## src/rtl/pipe_md_pkg.sv

```systemverilog
// Shared definitions for the iterative multiply/divide unit:
// operation encodings, FSM states and the divide-by-zero quotient.
package pipe_md_pkg;

    localparam logic [2:0] MD_MULT  = 3'b000;
    localparam logic [2:0] MD_MULTU = 3'b001;
    localparam logic [2:0] MD_DIV   = 3'b010;
    localparam logic [2:0] MD_DIVU  = 3'b011;
    localparam logic [2:0] MD_MTHI  = 3'b100;
    localparam logic [2:0] MD_MTLO  = 3'b101;

    // All ones, sliced down to the datapath width by the user.
    localparam logic [127:0] MD_DIV0_QUO = '1;

    typedef enum logic [1:0] {
        IDLE,
        CALC,
        FIX
    } md_state_t;

endpackage

```

## src/rtl/md_shift_core.sv

```systemverilog
// Shared 2*WIDTH shift register and WIDTH+1-bit adder/subtractor that runs
// one shift-add multiply step or one restoring-divide step per enabled cycle.
module md_shift_core #(
    parameter int WIDTH = 32
) (
    input  logic             clock,
    input  logic             reset,
    input  logic             load,
    input  logic             step,
    input  logic             is_div,
    input  logic [WIDTH-1:0] op_a,
    input  logic [WIDTH-1:0] op_b,
    output logic [WIDTH-1:0] acc_hi,
    output logic [WIDTH-1:0] acc_lo
);

    logic [2*WIDTH-1:0] acc_q, acc_d;
    logic [WIDTH-1:0]   b_q, b_d;
    logic [WIDTH:0]     rem_shift;
    logic [WIDTH:0]     add_x, add_y;
    logic               add_cin;
    logic [WIDTH+1:0]   add_sum;
    logic               no_borrow;

    always_comb begin
        rem_shift = {acc_q[2*WIDTH-1:WIDTH], acc_q[WIDTH-1]};
        // Divide subtracts the divisor from the shifted remainder; the carry-out
        // then doubles as "remainder >= divisor".
        if (is_div) begin
            add_x   = rem_shift;
            add_y   = ~{1'b0, b_q};
            add_cin = 1'b1;
        end else begin
            add_x   = {1'b0, acc_q[2*WIDTH-1:WIDTH]};
            add_y   = {1'b0, b_q};
            add_cin = 1'b0;
        end
        add_sum   = {1'b0, add_x} + {1'b0, add_y} + {{(WIDTH+1){1'b0}}, add_cin};
        no_borrow = add_sum[WIDTH+1];

        acc_d = acc_q;
        b_d   = b_q;
        if (load) begin
            acc_d = {{WIDTH{1'b0}}, op_a};
            b_d   = op_b;
        end else if (step) begin
            if (is_div) begin
                acc_d = {(no_borrow ? add_sum[WIDTH-1:0] : rem_shift[WIDTH-1:0]),
                         acc_q[WIDTH-2:0], no_borrow};
            end else if (acc_q[0]) begin
                acc_d = {add_sum[WIDTH:0], acc_q[WIDTH-1:1]};
            end else begin
                acc_d = {1'b0, acc_q[2*WIDTH-1:1]};
            end
        end
    end

    always_ff @(posedge clock or posedge reset) begin
        if (reset) begin
            acc_q <= '0;
            b_q   <= '0;
        end else begin
            acc_q <= acc_d;
            b_q   <= b_d;
        end
    end

    assign acc_hi = acc_q[2*WIDTH-1:WIDTH];
    assign acc_lo = acc_q[WIDTH-1:0];

endmodule

```

## src/rtl/pipe_muldiv_unit.sv

```systemverilog
// Execute-stage iterative multiply/divide unit with HI/LO registers and a
// busy/stall handshake. Signed ops run on magnitudes and are fixed up at the end.
module pipe_muldiv_unit
    import pipe_md_pkg::*;
#(
    parameter int WIDTH = 32,
    parameter int CNT_W = $clog2(WIDTH) + 1
) (
    input  logic             clock,
    input  logic             reset,
    input  logic             StartE,
    input  logic [2:0]       OpE,
    input  logic [WIDTH-1:0] SrcAE,
    input  logic [WIDTH-1:0] SrcBE,
    input  logic             HiLoReadD,
    input  logic             AbortE,
    output logic             Busy,
    output logic             Done,
    output logic             StallMD,
    output logic [WIDTH-1:0] Hi,
    output logic [WIDTH-1:0] Lo
);

    md_state_t          state_q, state_d;
    logic [CNT_W-1:0]   cnt_q, cnt_d;
    logic               is_div_q, is_div_d;
    logic               neg_res_q, neg_res_d;
    logic               neg_rem_q, neg_rem_d;
    logic               div_zero_q, div_zero_d;
    logic               done_q, done_d;
    logic [WIDTH-1:0]   hi_q, hi_d;
    logic [WIDTH-1:0]   lo_q, lo_d;

    logic               core_load, core_step;
    logic               op_signed;
    logic [WIDTH-1:0]   a_mag, b_mag;
    logic [WIDTH-1:0]   acc_hi, acc_lo;
    logic [2*WIDTH-1:0] prod_mag, prod_fix;
    logic [WIDTH-1:0]   quo_fix, rem_fix;

    md_shift_core #(.WIDTH(WIDTH)) u_core (
        .clock  (clock),
        .reset  (reset),
        .load   (core_load),
        .step   (core_step),
        .is_div (is_div_q),
        .op_a   (a_mag),
        .op_b   (b_mag),
        .acc_hi (acc_hi),
        .acc_lo (acc_lo)
    );

    always_comb begin
        op_signed = ~OpE[0];
        a_mag     = (op_signed && SrcAE[WIDTH-1]) ? -SrcAE : SrcAE;
        b_mag     = (op_signed && SrcBE[WIDTH-1]) ? -SrcBE : SrcBE;
        prod_mag  = {acc_hi, acc_lo};
        prod_fix  = neg_res_q ? -prod_mag : prod_mag;
        // Negating |A| restores the original dividend, so a zero divisor
        // leaves the remainder path untouched and only the quotient is forced.
        quo_fix   = div_zero_q ? MD_DIV0_QUO[WIDTH-1:0] : (neg_res_q ? -acc_lo : acc_lo);
        rem_fix   = neg_rem_q ? -acc_hi : acc_hi;
    end

    always_comb begin
        state_d    = state_q;
        cnt_d      = cnt_q;
        is_div_d   = is_div_q;
        neg_res_d  = neg_res_q;
        neg_rem_d  = neg_rem_q;
        div_zero_d = div_zero_q;
        done_d     = 1'b0;
        hi_d       = hi_q;
        lo_d       = lo_q;
        core_load  = 1'b0;
        core_step  = 1'b0;

        unique case (state_q)
            IDLE: begin
                if (StartE && !AbortE) begin
                    case (OpE)
                        MD_MULT, MD_MULTU, MD_DIV, MD_DIVU: begin
                            core_load  = 1'b1;
                            state_d    = CALC;
                            cnt_d      = CNT_W'(WIDTH);
                            is_div_d   = OpE[1];
                            neg_res_d  = op_signed & (SrcAE[WIDTH-1] ^ SrcBE[WIDTH-1]);
                            neg_rem_d  = op_signed & SrcAE[WIDTH-1];
                            div_zero_d = (SrcBE == '0);
                        end
                        MD_MTHI: hi_d = SrcAE;
                        MD_MTLO: lo_d = SrcAE;
                        default: ;
                    endcase
                end
            end
            CALC: begin
                if (AbortE) begin
                    state_d = IDLE;
                    cnt_d   = '0;
                end else begin
                    core_step = 1'b1;
                    cnt_d     = cnt_q - 1'b1;
                    if (cnt_q == CNT_W'(1)) begin
                        state_d = FIX;
                    end
                end
            end
            FIX: begin
                state_d = IDLE;
                if (!AbortE) begin
                    done_d = 1'b1;
                    if (is_div_q) begin
                        hi_d = rem_fix;
                        lo_d = quo_fix;
                    end else begin
                        hi_d = prod_fix[2*WIDTH-1:WIDTH];
                        lo_d = prod_fix[WIDTH-1:0];
                    end
                end
            end
            default: state_d = IDLE;
        endcase
    end

    always_ff @(posedge clock or posedge reset) begin
        if (reset) begin
            state_q    <= IDLE;
            cnt_q      <= '0;
            is_div_q   <= 1'b0;
            neg_res_q  <= 1'b0;
            neg_rem_q  <= 1'b0;
            div_zero_q <= 1'b0;
            done_q     <= 1'b0;
            hi_q       <= '0;
            lo_q       <= '0;
        end else begin
            state_q    <= state_d;
            cnt_q      <= cnt_d;
            is_div_q   <= is_div_d;
            neg_res_q  <= neg_res_d;
            neg_rem_q  <= neg_rem_d;
            div_zero_q <= div_zero_d;
            done_q     <= done_d;
            hi_q       <= hi_d;
            lo_q       <= lo_d;
        end
    end

    assign Busy    = (state_q != IDLE);
    assign Done    = done_q;
    assign StallMD = Busy & (HiLoReadD | StartE);
    assign Hi      = hi_q;
    assign Lo      = lo_q;

endmodule
```

## config.mk

```make
export PLATFORM = sky130hd
export DESIGN_NAME = pipe_muldiv_unit
export DESIGN_NICKNAME = d
export VERILOG_FILES = /design/src/rtl/pipe_md_pkg.sv /design/src/rtl/md_shift_core.sv /design/src/rtl/pipe_muldiv_unit.sv
export SDC_FILE = /design/constraint.sdc
export NUM_CORES = 1
export LEC_CHECK = 0
export ABC_AREA = 0
export CELL_PAD_IN_SITES_DETAIL_PLACEMENT = 0
export CELL_PAD_IN_SITES_GLOBAL_PLACEMENT = 2
export CORE_MARGIN = 5
export CORE_UTILIZATION = 30
export DETAILED_ROUTE_END_ITERATION = 10
export PLACE_DENSITY_LB_ADDON = 0.1
export SYNTH_ARGS = -nofsm -noshare
export SYNTH_HDL_FRONTEND = slang
export SYNTH_HIERARCHICAL = 1
export SYNTH_SLANG_ARGS = --single-unit
```

## constraint.sdc

```tcl
create_clock -name clock -period 8.6 [get_ports clock]
set_input_delay 1.72 -clock clock [delete_from_list [all_inputs] [get_ports clock]]
set_output_delay 1.72 -clock clock [all_outputs]
set_load 0.02 [all_outputs]
```

==> After elaboration in Yosys (flattened, before gate mapping) <==
Index checks and enable logic that the tools add are counted.
{ "totals": {"register_bits": 173, "input_bits": 72, "out_inout_bits": 67, "wordCells": 96} }
{ "classes": {"n_addsub": 8, "n_eq_ne": 14, "mux": 39, "bitwise": 7, "n_reduce_logical": 17} }
{ "op_table": {"columns": ["cell", "count"], "rows": [
  ["$mux W32", 14],
  ["$mux W64", 5],
  ["$neg A32 Y32", 4],
  ["$pmux W32 S2", 2],
  ["$mux W33", 2],
  ["$neg A64 Y64", 1],
  ["$add A33 B33 Y34", 1],
  ["$add A34 B1 Y34", 1],
  ["$not A32 Y33", 1],
  ["$logic_not A32 Y1", 1],
  ["$mux W6", 3],
  ["$pmux W6 S2", 1],
  ["$reduce_and A3 Y1", 3],
  ["$mux W2", 4],
  ["$reduce_and A4 Y1", 2],
  ["$reduce_bool A2 Y1", 4],
  ["$mux W1", 7],
  ["$eq A3 B2 Y1 const B", 2],
  ["$eq A3 B3 Y1 const B", 2],
  ["$eq A6 B1 Y1 const B", 1],
  ["$ne A2 B1 Y1 const B", 3],
  ["$sub A6 B1 Y6 const B", 1],
  ["$ne A2 B2 Y1 const B", 2],
  ["$pmux W2 S2", 1],
  ["13 further kinds", 17]
]} }

==> Logic depth before layout (Yosys ltp) <==
Gate-level depths: netlist of run 1.
{ "depth": {"word_depth": 8, "ltp_mapped": 18, "ltp_nobuf": 12} }

==> By module <==
Netlist of run 1, hierarchy kept.
{ "modules_own_cells": {"columns": ["mod", "n_inst", "cells_each", "area_per_inst_um2", "seq_area_each_um2"], "rows": [
  ["md_shift_core", 1, 870, 7497.2, 2402.3],
  ["pipe_muldiv_unit", 1, 865, 6603.8, 1926.8]
]} }

==> Worst setup path before layout of run 1 <==
No wires, ideal clock.
{ "synth_path": {"path_type": "reg-to-reg", "from": "reg is_div_q", "to": "reg u_core.acc_q[62]", "setup_ps": 76, "arrival_time_ps": 4261, "setup_slack_ps": 4263, "stages_incl_launch_ff": 16, "path_buffers": 4, "period_less_slack_ps": 4337, "path_cell_list": "dfrtp_1 > clkbuf_1 > buf_1 > clkbuf_1 > buf_1 > xor2_1 > fa_1 > a21o_1 > a221oi_1 > nand3_1 > a21o_1 > a221oi_1 > o21ai_0 > xnor2_1 > a221o_1 > o21ai_1"} }
{ "synth_between": {"elab_chain_cells": 7, "word_cells_on_any_way": 10, "classes_between": "add/sub (2); mux (8)"} }
{ "synth_rtl": {"columns": ["element", "line", "source"], "rows": [
  ["start, declared", "pipe_muldiv_unit.sv:26", "logic is_div_q, is_div_d;"],
  ["start signal, assigned", "pipe_muldiv_unit.sv:140", "is_div_q <= is_div_d;"],
  ["$mux W33", "md_shift_core.sv:29", "if (is_div) begin"],
  ["$add A33 B33 Y34", "md_shift_core.sv:38", "add_sum = {1'b0, add_x} + {1'b0, add_y} + {{(WIDTH+1){1'b0}}, add_cin};"],
  ["$add A34 B1 Y34", "md_shift_core.sv:38", null],
  ["$mux W64 or $mux W32 (tied branches)", "md_shift_core.sv:50, md_shift_core.sv:48", null],
  ["$mux W64 *", "md_shift_core.sv:47", "if (is_div) begin"],
  ["$mux W64 *", "md_shift_core.sv:46", "end else if (step) begin"],
  ["$mux W64 *", "md_shift_core.sv:43", "if (load) begin"],
  ["end signal, assigned", "md_shift_core.sv:60", "acc_q <= '0;"],
  ["end signal, assigned", "md_shift_core.sv:63", "acc_q <= acc_d;"],
  ["end, declared", "md_shift_core.sv:17", "logic [2*WIDTH-1:0] acc_q, acc_d;"]
]} }
Every way passes the cells marked *; elsewhere a longest branch is shown, timed or not. The select of a mux whose other input is x is not followed.
A chain may end at the register's enable or synchronous reset.

==> Final worst setup path of run 1 <==
{ "layout_path": {"from": "reg is_div_q", "to": "reg u_core.acc_q[61]"} }
Same word-level chain as after synthesis.

==> impl_results.md, run 1 <==
- FF+latch count, synth: 173
- Worst skew pair latency: 0.51 ns
- Gr usage total: 20.4%
- Max Cap Violations: 0
- Core Area: 0.0466 mm²
- CP required: 9.00 ns
- Worst-path clk slew: 0.07 ns
- I/O pin count: 139
- FF-to-FF End: u_core/acc_q[61]
- Reg2reg path depth: 12
- GP Congestion: 0.865
- Peak Freq: 0.204 GHz
- Largest cells by area after synthesis: dfrtp_1 31%, xnor2_1 6.3%, o21ai_0 6.1%
- Filler cells: 4897
- Routed wire length: 52100 µm
- Crit-path cells: buf_4 -> mux2_2 -> ha_1 -> a21o_1 -> a221oi_1 -> nand3_1 -> a21o_1 -> a221oi_1 -> o21ai_0 -> xnor2_1 -> nand3_1 -> and4b_1
- Post-synth EDFFs: 0
- Status: finished clean
- Minimum clock period: 4.89 ns
- Yosys warns: 6
- Wire per inst: 21.4 µm
- Hold WS: 0.477 ns
- Slew Limit Fails: 0
- CTS Sinks: 173
- Die width: 227 µm
- Root Driver: clkbuf_16
- Worst-path fanout max: 55
- Area fraction of the dominant cell type after synthesis: 30.7%
- Worst hold path startpoint: Lo[3]
- Final setup viols: 0
- CP max stage delay: 0.80 ns
- Sequential Area: 0.00433 mm²
- Layout cells sized above 1: 8.98%
- Mapped Cells: 1735
- Post-synthesis average cell area: 8.13 µm²
- Biggest area consumer among synthesized cells: dfrtp_1
- Clock buffer depth: 2
- CP Class: reg2reg
- Critical path launch point type: flip-flop
- Syn Nets: 1845
- Diodes inserted: 0
- Nets: 1923
- Via count: 13200
- Worst Hold Depth: 2
- Top-count cell post-synth: nand2_1
- Port Buffers: 138
- Total congestion overflow: 0
- Peak VDD IR: 0.186 mV
- First-pass GRT wire length: 80800 µm
- Final Hold Fails: 0
- Netlist cell types: 79
- Setup TNS Final: 0 ns
- DR vias/cell: 5.44
- Register area share after synthesis: 30.7%
- Post-DP HPWL: 38400 µm
- R2r setup slk: 3.71 ns
- Iter 0 DRT Violations: 994
- TritonCTS clock tree: yes
- DR DRC count: 0
- Most instantiated cells after synthesis: 179 x nand2_1, 173 x dfrtp_1, 172 x o21ai_0
- DR pass1 iterations: 5
- Gates resized, CTS repair: 0
- Multi-input logic area: 0.00924 mm²
- Final period util: 56.9%
- Hold EP: Lo[3]
- Post-CTS Setup Bufs: 0
- Leak: 6.54 nW
- Most used flip-flop cell after synthesis: dfrtp_1
- CP endpoint kind: flip-flop
- Initial antenna violation count: 0
- Crit path max-delay family: compound AO/OA/AOI/OAI gates
- Slew headroom: 34.2%
- Die height: 227 µm
- Die area: 0.0514 mm²
- Vias in the first global route: 13200
- Largest net degree at the start of global routing: 71
- Buf/Inv on CP: 1
- Crit path DAT: 5.29 ns
- Syn Std Cell Area: 0.0141 mm²
- H-tree Lvls: 4
- Fin Clk Skew: 0.0159 ns
- Synth async-reset ratio: 100%
- Worst hold path class: reg2reg
- Inserted Clock Buffers: 17
- Slowest-stage cell, CP: dfrtp_4
- Pwr Density: 368 mW/mm²
- Antenna Violating Nets Remaining: 0
- RSZ-0062 raised after global routing: no
- Layout Area Growth over Synthesis: 18.0%
- Initial core utilization: 30.3%
- Rows: 79
- R2R Path Start: is_div_q
- CTS Hold Bufs: 0
- Worst-Margin Slew: 0.986 ns
[kinds of logic after synthesis]
logic type / synth area share, %
buffers and inverters: 3.94
AOI/OAI and AO/OA: 23.3
xor gates and xnor gates: 11.2
adders and majority gates: 3.42
muxes: 7.46
DFF: 30.7
and+or+nand+nor: 20.0
[sequential cells by signal (all words and copies together), names as in the netlist]
signal and flops:
state_q 2, cnt_q 6, Lo 32, Done 1, u_core/acc_q 64, neg_rem_q 1, div_zero_q 1, neg_res_q 1
Hi 32, u_core/b_q 32, is_div_q 1
[final cells by class]
class,count,area share (%)
Inverter,33,0.774
Clock inverter,15,1.05
Clock buffer,17,2.56
Timing Repair Buffer,164,9.47
Sequential cell,173,26.0
Tap cell,607,4.56
Multi-Input combinational cell,1424,55.5
[worst max path at each step]
stage,cells after the start,from,to,slack (ns)
after CTS,12,is_div_q,u_core/acc_q[61],3.69
final,12,is_div_q,u_core/acc_q[61],3.71
after floorplan,15,is_div_q,u_core/acc_q[62],4.26
after detailed placement,7,StartE,u_core/acc_q[62],3.70
after global routing,12,is_div_q,u_core/acc_q[61],3.44
after global placement,7,StartE,u_core/acc_q[62],3.72
[stage by stage]
step | power [mW] | cells | util, % | setup slack (ns) | cell area, µm²
after global placement | 5.31 | 2401 | 34.5 | 3.72 | 16000
after global routing | 6.63 | 2433 | 35.7 | 3.44 | 16600
after floorplan | 4.05 | 1735 | - | 4.26 | 14100
final | 6.13 | 2433 | 35.7 | 3.71 | 16600
after detailed placement | 5.30 | 2401 | 34.5 | 3.70 | 16000
after CTS | 6.16 | 2433 | 35.7 | 3.69 | 16600
[cell usage in the layout (no fill, tap or decap), types with 13 or more instances in the layout]
cell,Yosys,final
or3_1,26,26
nor2_1,145,143
nor3_1,47,47
a21o_1,20,20
o21ai_0,172,172
xnor2_1,102,102
a31oi_1,20,20
ha_1,37,37
clkbuf_16,0,17
nand2b_1,18,18
nand2_1,179,179
nor2b_1,16,15
nand3_1,19,19
o22ai_1,46,46
a21oi_1,141,141
buf_4,2,26
mux2_2,65,65
mux2i_1,32,32
clkdlybuf4s50_1,0,138
a211oi_1,18,18
dfrtp_1,173,172
xor2_1,78,78
o31ai_1,29,29
nor4_1,20,20
or4_1,13,13
inv_1,32,29
[worst min-delay path, cell delays in order (launching register included)]
cell     delay (ns)
dfrtp_1        0.34
nand2_1        0.04
o21ai_0        0.06
[layer usage]
layer / vias to the layer above / global-route usage (%) / wire length, µm
met5: - / 0 / 0
met4: 0 / 4.48 / 824
met3: 36 / 3.79 / 1730
met2: 270 / 33.8 / 25000
met1: 6449 / 27.7 / 24600
li1: 6475 / - / -
[power breakdown]
| part | internal (mW) | leakage (nW) | switching (mW) |
|---|---|---|---|
| Clock | 0.454 | 0.292 | 0.383 |
| Combinational | 1.53 | 4.09 | 2.15 |
| Sequential | 1.11 | 2.17 | 0.500 |
| Total | 3.09 | 6.54 | 3.03 |
Note: power is estimated with default switching activity, not from simulation.
==> run 2: changes to the inputs <==
- clock period: 8.6 -> 5.1 ns (I/O delays scaled with it)
==> impl_results.md, run 2 (synthesized netlist as in run 1, its figures left out) <==
- Status: finished clean
- TritonCTS clock tree: yes
- Vias in the first global route: 13100
- Final period util: 85.2%
- Worst-Margin Slew: 1.09 ns
- Port Buffers: 138
- Layout cells sized above 1: 9.36%
- FF-to-FF End: u_core/acc_q[61]
- CTS Sinks: 173
- Worst Hold Depth: 2
- Crit-path cells: buf_12 -> mux2_2 -> ha_1 -> a21o_1 -> a211oi_1 -> o21ai_0 -> a211o_1 -> nand2_1 -> o21a_1 -> nand2_4 -> nor3_1 -> and4b_1
- Crit path DAT: 4.73 ns
- Post-DP HPWL: 39400 µm
- Final Hold Fails: 0
- Root Driver: clkbuf_16
- Largest net degree at the start of global routing: 69
- CP max stage delay: 0.87 ns
- Post-route cell area: 0.0168 mm²
- Final setup viols: 0
- Hold EP: Lo[12]
- GRT busiest layer: met2
- Worst hold path class: reg2reg
- Critical path launch point type: flip-flop
- Leak: 6.62 nW
- Slew headroom: 27.4%
- Die width: 227 µm
- Worst hold path startpoint: Lo[12]
- Peak VDD IR: 0.303 mV
- DR pass1 iterations: 5
- GR Util met2: 34.2%
- Layout Area Growth over Synthesis: 18.9%
- Die height: 227 µm
- DR DRC count: 0
- Minimum clock period: 4.35 ns
- First-pass GRT wire length: 81400 µm
- Initial antenna violation count: 0
- DR vias/cell: 5.48
- GP Congestion: 0.872
- Antenna Violating Nets Remaining: 0
- Reg with most FFs: u_core/acc_q
- Core Area: 0.0466 mm²
- CP Class: reg2reg
- Max Cap Violations: 0
- Most frequent cells in the layout: 179 x nand2_1, 172 x dfrtp_1, 172 x o21ai_0
- Initial core utilization: 30.3%
- CTS Hold Bufs: 0
- Post-CTS Setup Bufs: 0
- Worst-path clk slew: 0.07 ns
- CP required: 5.48 ns
- Nets: 1936
- Via count: 13400
- DP Area: 0.0162 mm²
- R2R Path Start: is_div_q
- H-tree Lvls: 4
- Worst-path fanout max: 39
- I/O pin count: 139
- Slew Limit Fails: 0
- Fin Clk Skew: 0.00944 ns
- Total congestion overflow: 0
- Clock buffer depth: 2
- Gr usage total: 20.5%
- Rows: 79
- Die area: 0.0514 mm²
- Peak Freq: 0.230 GHz
- Met3 Use GR: 3.20%
- Worst skew pair latency: 0.50 ns
- CP endpoint kind: flip-flop
- GR Util met1: 27.6%
- Setup TNS Final: 0 ns
- Routed wire length: 52800 µm
- Wire per inst: 21.6 µm
- RSZ-0062 raised after global routing: no
- Gates resized, CTS repair: 0
- Most common cell after layout, fill and taps aside: nand2_1
- Largest register FFs: 64
- Reg2reg path depth: 12
- R2r setup slk: 0.75 ns
- Pwr Density: 623 mW/mm²
- Slowest-stage cell, CP: o21a_1
- Inserted Clock Buffers: 17
- Iter 0 DRT Violations: 1009
- Diodes inserted: 0
## run 2: cell count changes in the layout (fill, tap and decap cells not counted), moves of 2 or more
cell	before	now
clkinvlp_4	2	0
buf_4	26	37
buf_12	0	2
clkinv_4	5	0
clkbuf_8	0	2
clkbuf_1	0	3
## run 2: area by class of cell
| type | count | area, µm² |
|---|---|---|
| clock inverter | 8 | 140 |
| timing repair buffer | 177 | 1700 |
| tap | 607 | 759 |
| clock buffer | 22 | 464 |
| multi-input combinational | 1424 | 9240 |
| sequential | 173 | 4330 |
| inverter | 33 | 129 |
| fill | 4957 | 29800 |
## run 2: where the power goes
group	internal, mW	switching, mW
logic	2.62	3.68
clock network	0.835	0.610
registers	1.88	0.825
## run 2: worst max path at each step
stage	startpoint	to	slack [ns]
floorplan	is_div_q	u_core/acc_q[62]	0.76
global placement	is_div_q	u_core/acc_q[48]	0.80
detailed placement	is_div_q	u_core/acc_q[61]	0.78
CTS	is_div_q	u_core/acc_q[61]	0.76
global route	is_div_q	u_core/acc_q[48]	0.49
finish	is_div_q	u_core/acc_q[61]	0.75
## run 2: metal layers
metal / wire, µm / vias up
met5: 0 / -
met1: 24400 / 6582
li1: - / 6482
met4: 956 / 0
met3: 1910 / 47
met2: 25600 / 283
## run 2: worst max-delay path: cells and delay by family, from the launching register on
kind            cells  cell delay [ns]
fa+ha+maj           1             0.39
mux                 1             0.36
buf+inv             1             0.31
flops               1             0.73
simple gates        4             0.69
compound gates      5             1.72
## run 2: metrics by stage
step	hold WS [ns]	total power, mW	utilization [%]	worst slack, ns	cells
detailed placement	0.473	9.02	34.7	0.781	2414
floorplan	0.464	6.84	-	0.763	1735
CTS	0.488	10.5	36.0	0.763	2444
finish	0.478	10.5	36.0	0.753	2444
global route	0.503	11.3	36.0	0.493	2444
global placement	0.461	9.04	34.7	0.797	2414
==> run 3: changes to the inputs <==
- CAP_MARGIN: default -> 10
==> results of run 3 <==
No change in the layout: final DEF, timing and power equal those of run 2.
